## src/rtl/fifo_pkg.sv

```systemverilog
// Shared helpers for the dual-clock FIFO pointer controllers.
// Provides Gray/binary conversion and the depth calculation.
package fifo_pkg;

  // Widest pointer the conversion helpers handle. Narrower pointers are
  // zero-extended on the way in and truncated on the way out.
  localparam int PTR_MAX_W = 16;

  function automatic int fifo_depth(input int asize);
    return 1 << asize;
  endfunction

  function automatic logic [PTR_MAX_W-1:0] bin2gray(input logic [PTR_MAX_W-1:0] b);
    return b ^ (b >> 1);
  endfunction

  // Upper bits of a zero-extended Gray code stay zero, so this also works for
  // any narrower width.
  function automatic logic [PTR_MAX_W-1:0] gray2bin(input logic [PTR_MAX_W-1:0] g);
    logic [PTR_MAX_W-1:0] b;
    b[PTR_MAX_W-1] = g[PTR_MAX_W-1];
    for (int i = PTR_MAX_W - 2; i >= 0; i--) begin
      b[i] = b[i+1] ^ g[i];
    end
    return b;
  endfunction

endpackage

```

## src/rtl/sync_nff.sv

```systemverilog
// STAGES-deep, WIDTH-bit flop synchroniser with asynchronous active-low reset.
// Used for Gray pointers crossing between the FIFO clock domains.
module sync_nff #(
  parameter int WIDTH  = 1,
  parameter int STAGES = 2
) (
  input  logic             clk,
  input  logic             rst_n,
  input  logic [WIDTH-1:0] d,
  output logic [WIDTH-1:0] q
);

  logic [WIDTH-1:0] chain [STAGES];

  // NOTE: the chain is a register array, not a RAM, so it is reset like any
  // flop; this keeps the synchronised pointer defined from the first edge.
  always_ff @(posedge clk or negedge rst_n) begin
    if (!rst_n) begin
      for (int i = 0; i < STAGES; i++) chain[i] <= '0;
    end else begin
      chain[0] <= d;
      for (int i = 1; i < STAGES; i++) chain[i] <= chain[i-1];
    end
  end

  assign q = chain[STAGES-1];

endmodule

```

## src/rtl/wptr_full_sync.sv

```systemverilog
// Write-side pointer and full/almost-full/level controller for a dual-clock FIFO.
// Define WPTR_FULL_OVF_EN to add the sticky overflow flag (wovf / wovf_clr).
module wptr_full_sync
  import fifo_pkg::*;
#(
  parameter int ASIZE        = 4,
  parameter int SYNC_STAGES  = 2,
  parameter int AFULL_MARGIN = 2
) (
  input  logic             wclk,
  input  logic             wrst_n,
  input  logic             winc,
  input  logic [ASIZE:0]   rptr_gray,
  output logic [ASIZE-1:0] waddr,
  output logic [ASIZE:0]   wptr,
  output logic             wfull,
  output logic             walmost_full,
  output logic [ASIZE:0]   wlevel,
`ifdef WPTR_FULL_OVF_EN
  input  logic             wovf_clr,
  output logic             wovf,
`endif
  output logic             wen
);

  localparam int PTR_W = ASIZE + 1;
  localparam int DEPTH = fifo_depth(ASIZE);

  typedef logic [PTR_W-1:0] ptr_t;

  localparam ptr_t AFULL_LEVEL = ptr_t'(DEPTH - AFULL_MARGIN);

  ptr_t wbin;
  ptr_t wbin_next;
  ptr_t wgray_next;
  ptr_t rq;
  ptr_t rq_bin;
  ptr_t full_ptr;
  ptr_t level_next;

  sync_nff #(
    .WIDTH  (PTR_W),
    .STAGES (SYNC_STAGES)
  ) u_rptr_sync (
    .clk   (wclk),
    .rst_n (wrst_n),
    .d     (rptr_gray),
    .q     (rq)
  );

  // NOTE: every variable here is assigned on every pass, so no latch can be
  // inferred.
  always_comb begin
    wen        = winc & ~wfull;
    wbin_next  = wbin + ptr_t'(wen);
    wgray_next = ptr_t'(bin2gray(PTR_MAX_W'(wbin_next)));
    rq_bin     = ptr_t'(gray2bin(PTR_MAX_W'(rq)));
    // Full when the write pointer is exactly one lap ahead of the read pointer.
    full_ptr   = {~rq[ASIZE:ASIZE-1], rq[ASIZE-2:0]};
    level_next = wbin_next - rq_bin;
  end

  // NOTE: non-blocking assignments make every register sample pre-edge values,
  // so the flags and pointers update together.
  always_ff @(posedge wclk or negedge wrst_n) begin
    if (!wrst_n) begin
      wbin         <= '0;
      wptr         <= '0;
      wfull        <= 1'b0;
      walmost_full <= 1'b0;
      wlevel       <= '0;
    end else begin
      wbin         <= wbin_next;
      wptr         <= wgray_next;
      wfull        <= (wgray_next == full_ptr);
      wlevel       <= level_next;
      walmost_full <= (level_next >= AFULL_LEVEL);
    end
  end

  assign waddr = wbin[ASIZE-1:0];

`ifdef WPTR_FULL_OVF_EN
  // Set wins over clear so an overflow coinciding with a clear is not lost.
  always_ff @(posedge wclk or negedge wrst_n) begin
    if (!wrst_n) begin
      wovf <= 1'b0;
    end else if (winc && wfull) begin
      wovf <= 1'b1;
    end else if (wovf_clr) begin
      wovf <= 1'b0;
    end
  end
`endif

endmodule
```

## config.mk

```make
export PLATFORM = sky130hd
export DESIGN_NAME = wptr_full_sync
export DESIGN_NICKNAME = d
export VERILOG_FILES = /design/src/rtl/fifo_pkg.sv /design/src/rtl/sync_nff.sv /design/src/rtl/wptr_full_sync.sv
export SDC_FILE = /design/constraint.sdc
export NUM_CORES = 1
export LEC_CHECK = 0
export BUFFER_PORTS_ARGS = -buffer_cell sky130_fd_sc_hd__buf_2
export CORE_MARGIN = 2
export CORE_UTILIZATION = 55
export CTS_CLUSTER_DIAMETER = 50
export CTS_CLUSTER_SIZE = 16
export DETAILED_ROUTE_END_ITERATION = 10
export PLACE_DENSITY = 0.82
export SLEW_MARGIN = 10
export SYNTH_ARGS = -nofsm -noshare
export SYNTH_HDL_FRONTEND = slang
export SYNTH_SLANG_ARGS = --single-unit
export TNS_END_PERCENT = 20
```

## constraint.sdc

```tcl
create_clock -name wclk -period 4.94 [get_ports wclk]
set_clock_uncertainty 0.1 [all_clocks]
set_input_delay 0.988 -clock wclk [delete_from_list [all_inputs] [get_ports wclk]]
set_output_delay 0.988 -clock wclk [all_outputs]
set_load 0.02 [all_outputs]
```

==> out/results.txt <==
Yosys top cell area share: 0.5508
Synth cell types: 30
Final min period: 3105 ps
gr usage total: 0.1657
Final Hold Viols: 0
sequential power share: 0.325
Final Util: 0.6800
VDD IR-drop max: 442.8 uV
global-route wire length before repair: 3091 um
htree depth: 1
CP Capture Type: flop
register bit total from synthesis: 26
Post-DP HPWL: 1378 um
Max Slew Vio Count: 0
async set-reset flop share out of synthesis: 1.000
leakage power: 0.6557 nW
postcts setup bufs: 0
CTS tree: done
placed cell areas: 0.001325 mm2
startpoint types: input port
worst setup margin: 1835 ps
TritonCTS buffer count: 3
CTS clock-pin slew for the worst setup and hold paths: 130 ps
total negative slack: 0 ps
min-delay src: u_rptr_sync.chain[9]$_DFF_PN0_
clock buffer depth: 2
Peak Freq: 322.1 MHz
dominant cell type by area after synthesis: dfrtp_1
# nets final: 130
P&R area growth vs syn: 15.25%
Final period util: 0.6286
Data arrival, critical path: 3170 ps
Fill cells: 155
cts hold-fix bufs: 0
register area: 650.6 um2
switching share of power: 0.4250
WL/cell: 12.33 um
WHS Path Cells: 0
Cell Pwr Density: 766.3 mW/mm2
reg2reg start: u_rptr_sync.q[4]$_DFF_PN0_
Primary FF master, synth: dfrtp_1
pin count of the biggest net entering global routing: 27
Logic pwr share: 0.578
DR vias: 697
RSZ-0062 raised after global routing: false
Critical Setup Path Class: in2reg
Multi-input gate area: 494.2 um2
antenna cells: 0
core area: 0.002002 mm2
ANT nets after route: 0
IO Count: 25
Slew HR: 0.6388
number of global-route vias before repair: 727
Seq/Total Area, Yosys: 0.5508
layout cells sized above 1: 0.2895
internal power: 0.5998 mW
Net Sw Power: 0.4434 mW
Post-Syn Area: 0.001181 mm2
Die H: 50.34 um
routed vias/inst: 4.943
DRT iter0 DRCs: 2
FF-to-FF End: walmost_full$_DFF_PN0_
placer congestion estimate: 0.7805
Hold Path Class: reg2reg
GRT Residual Overflow: 0
maximum fanout along the worst path: 6
worst skew pair latency: 300 ps
top post-synthesis cells by area: dfrtp_1 (55%), xnor2_1 (9.6%), ha_1 (6.4%), xor2_1 (3.0%), inv_1 (2.2%)
WP data required: 5010 ps
Synth Warn #: 0
starting density of the core: 0.5900
max-cap violations: 0
status: finished, final reports clean
Syn Nets: 103
Final Setup Violations: 0
initial antenna violation count: 0
CTS sink count: 26
FP Rows: 16
chip width: 50.34 um
number of synthesized flops with an enable pin: 0
Post-Syn Instances: 88
R2R Setup Slk: 2080 ps
Clk network pwr share: 0.097
die area: 0.002534 mm2
cell area after layout: 0.001361 mm2
1st-pass router iterations: 4
Slew @ Worst Pin: 541.8 ps
Avg Cell Area, Syn: 13.42 um2
# port buffers: 24
final WL: 1738 um
pre-CTS WS: 1520 ps
Resize count post-CTS: 0
# DRC: 0
clk root buf: clkbuf_4
number of cells on the worst reg-to-reg path: 10
Hold EP: u_rptr_sync.q[4]$_DFF_PN0_
-- power by group through the flow --
| stage | clock network, mW | logic, mW | registers, mW |
|---|---|---|---|
| after floorplan | 0 | 0.387 | 0.416 |
| final | 0.101 | 0.603 | 0.339 |
| after global placement | 0 | 0.581 | 0.342 |
| after detailed placement | 0 | 0.605 | 0.345 |
| after CTS | 0.105 | 0.607 | 0.340 |
| after global routing | 0.117 | 0.662 | 0.350 |
-- layer usage --
metal  vias up  global-route usage  routed length [um]
li1        338                   -                   -
met5         -                   0                   0
met3         2             0.01786                  84
met2        19              0.2961                 886
met4         0             0.09009                  12
met1       338              0.1939                 755
-- cell families after synthesis --
group / after synthesis / synth area share
AND/OR/NAND/NOR: 16 / 0.08792
XOR/XNOR: 21 / 0.1928
adder cells (fa/ha/maj): 7 / 0.08051
buffers and inverters: 9 / 0.03072
flip-flops: 26 / 0.5508
AO/OA/AOI/OAI: 9 / 0.05720
-- placed cells by master (no fill, tap or decap), drive strengths merged, types with 2 or more instances in the layout --
cell	instances
a21boi	2
buf	24
clkbuf	4
dfrtp	26
ha	6
inv	7
nand2	3
nand2b	2
nor2b	3
o21ai	2
xnor2	14
xor2	5
-- critical path: stages --
cell and delay, ps:
buf_2 90, nor2b_1 140, ha_1 280, xnor2_1 360, inv_1 150, ha_1 310
nor2b_1 120, o21ai_0 220, nor3b_1 320, o311ai_0 180
-- stage by stage --
| stage | power (mW) | cells | hold slack, ps |
|---|---|---|---|
| 2_1_floorplan | 0.8037 | 88 | 231.2 |
| 3_3_place_gp | 0.9236 | 137 | 234.0 |
| 3_5_place_dp | 0.9495 | 137 | 236.3 |
| 4_1_cts | 1.051 | 141 | 265.9 |
| 5_1_grt | 1.128 | 141 | 269.9 |
| 6_report | 1.043 | 141 | 264.2 |
-- synth_stat cells (2+ instances only) --
cell      count
a21boi_0      2
nand2b_1      2
dfrtp_1      26
inv_1         7
o21ai_0       2
xnor2_1      13
nand2_1       3
ha_1          6
nor2b_1       3
xor2_1        4
-- worst max path at each step --
stage,cells past startpoint,slack (ps),end,from
6_report,10,1830,walmost_full$_DFF_PN0_,winc
3_5_place_dp,10,1520,walmost_full$_DFF_PN0_,winc
3_3_place_gp,10,1730,walmost_full$_DFF_PN0_,winc
2_1_floorplan,9,1640,walmost_full$_DFF_PN0_,winc
5_1_grt,10,1630,walmost_full$_DFF_PN0_,winc
4_1_cts,10,1850,walmost_full$_DFF_PN0_,winc
-- sequential cells by signal, indices dropped and copies added (netlist names) --
signal             count
walmost_full           1
wlevel                 5
wfull                  1
wbin                   5
wptr                   4
u_rptr_sync.q          5
u_rptr_sync.chain      5
-- area by class of cell --
| class | count | area share |
|---|---|---|
| Sequential cell | 26 | 0.4779 |
| Multi-Input combinational cell | 53 | 0.3631 |
| Inverter | 7 | 0.01930 |
| Timing Repair Buffer | 24 | 0.08823 |
| Clock buffer | 4 | 0.02665 |
| Tap cell | 27 | 0.02482 |
No activity file was read; power rests on OpenSTA's default activity.
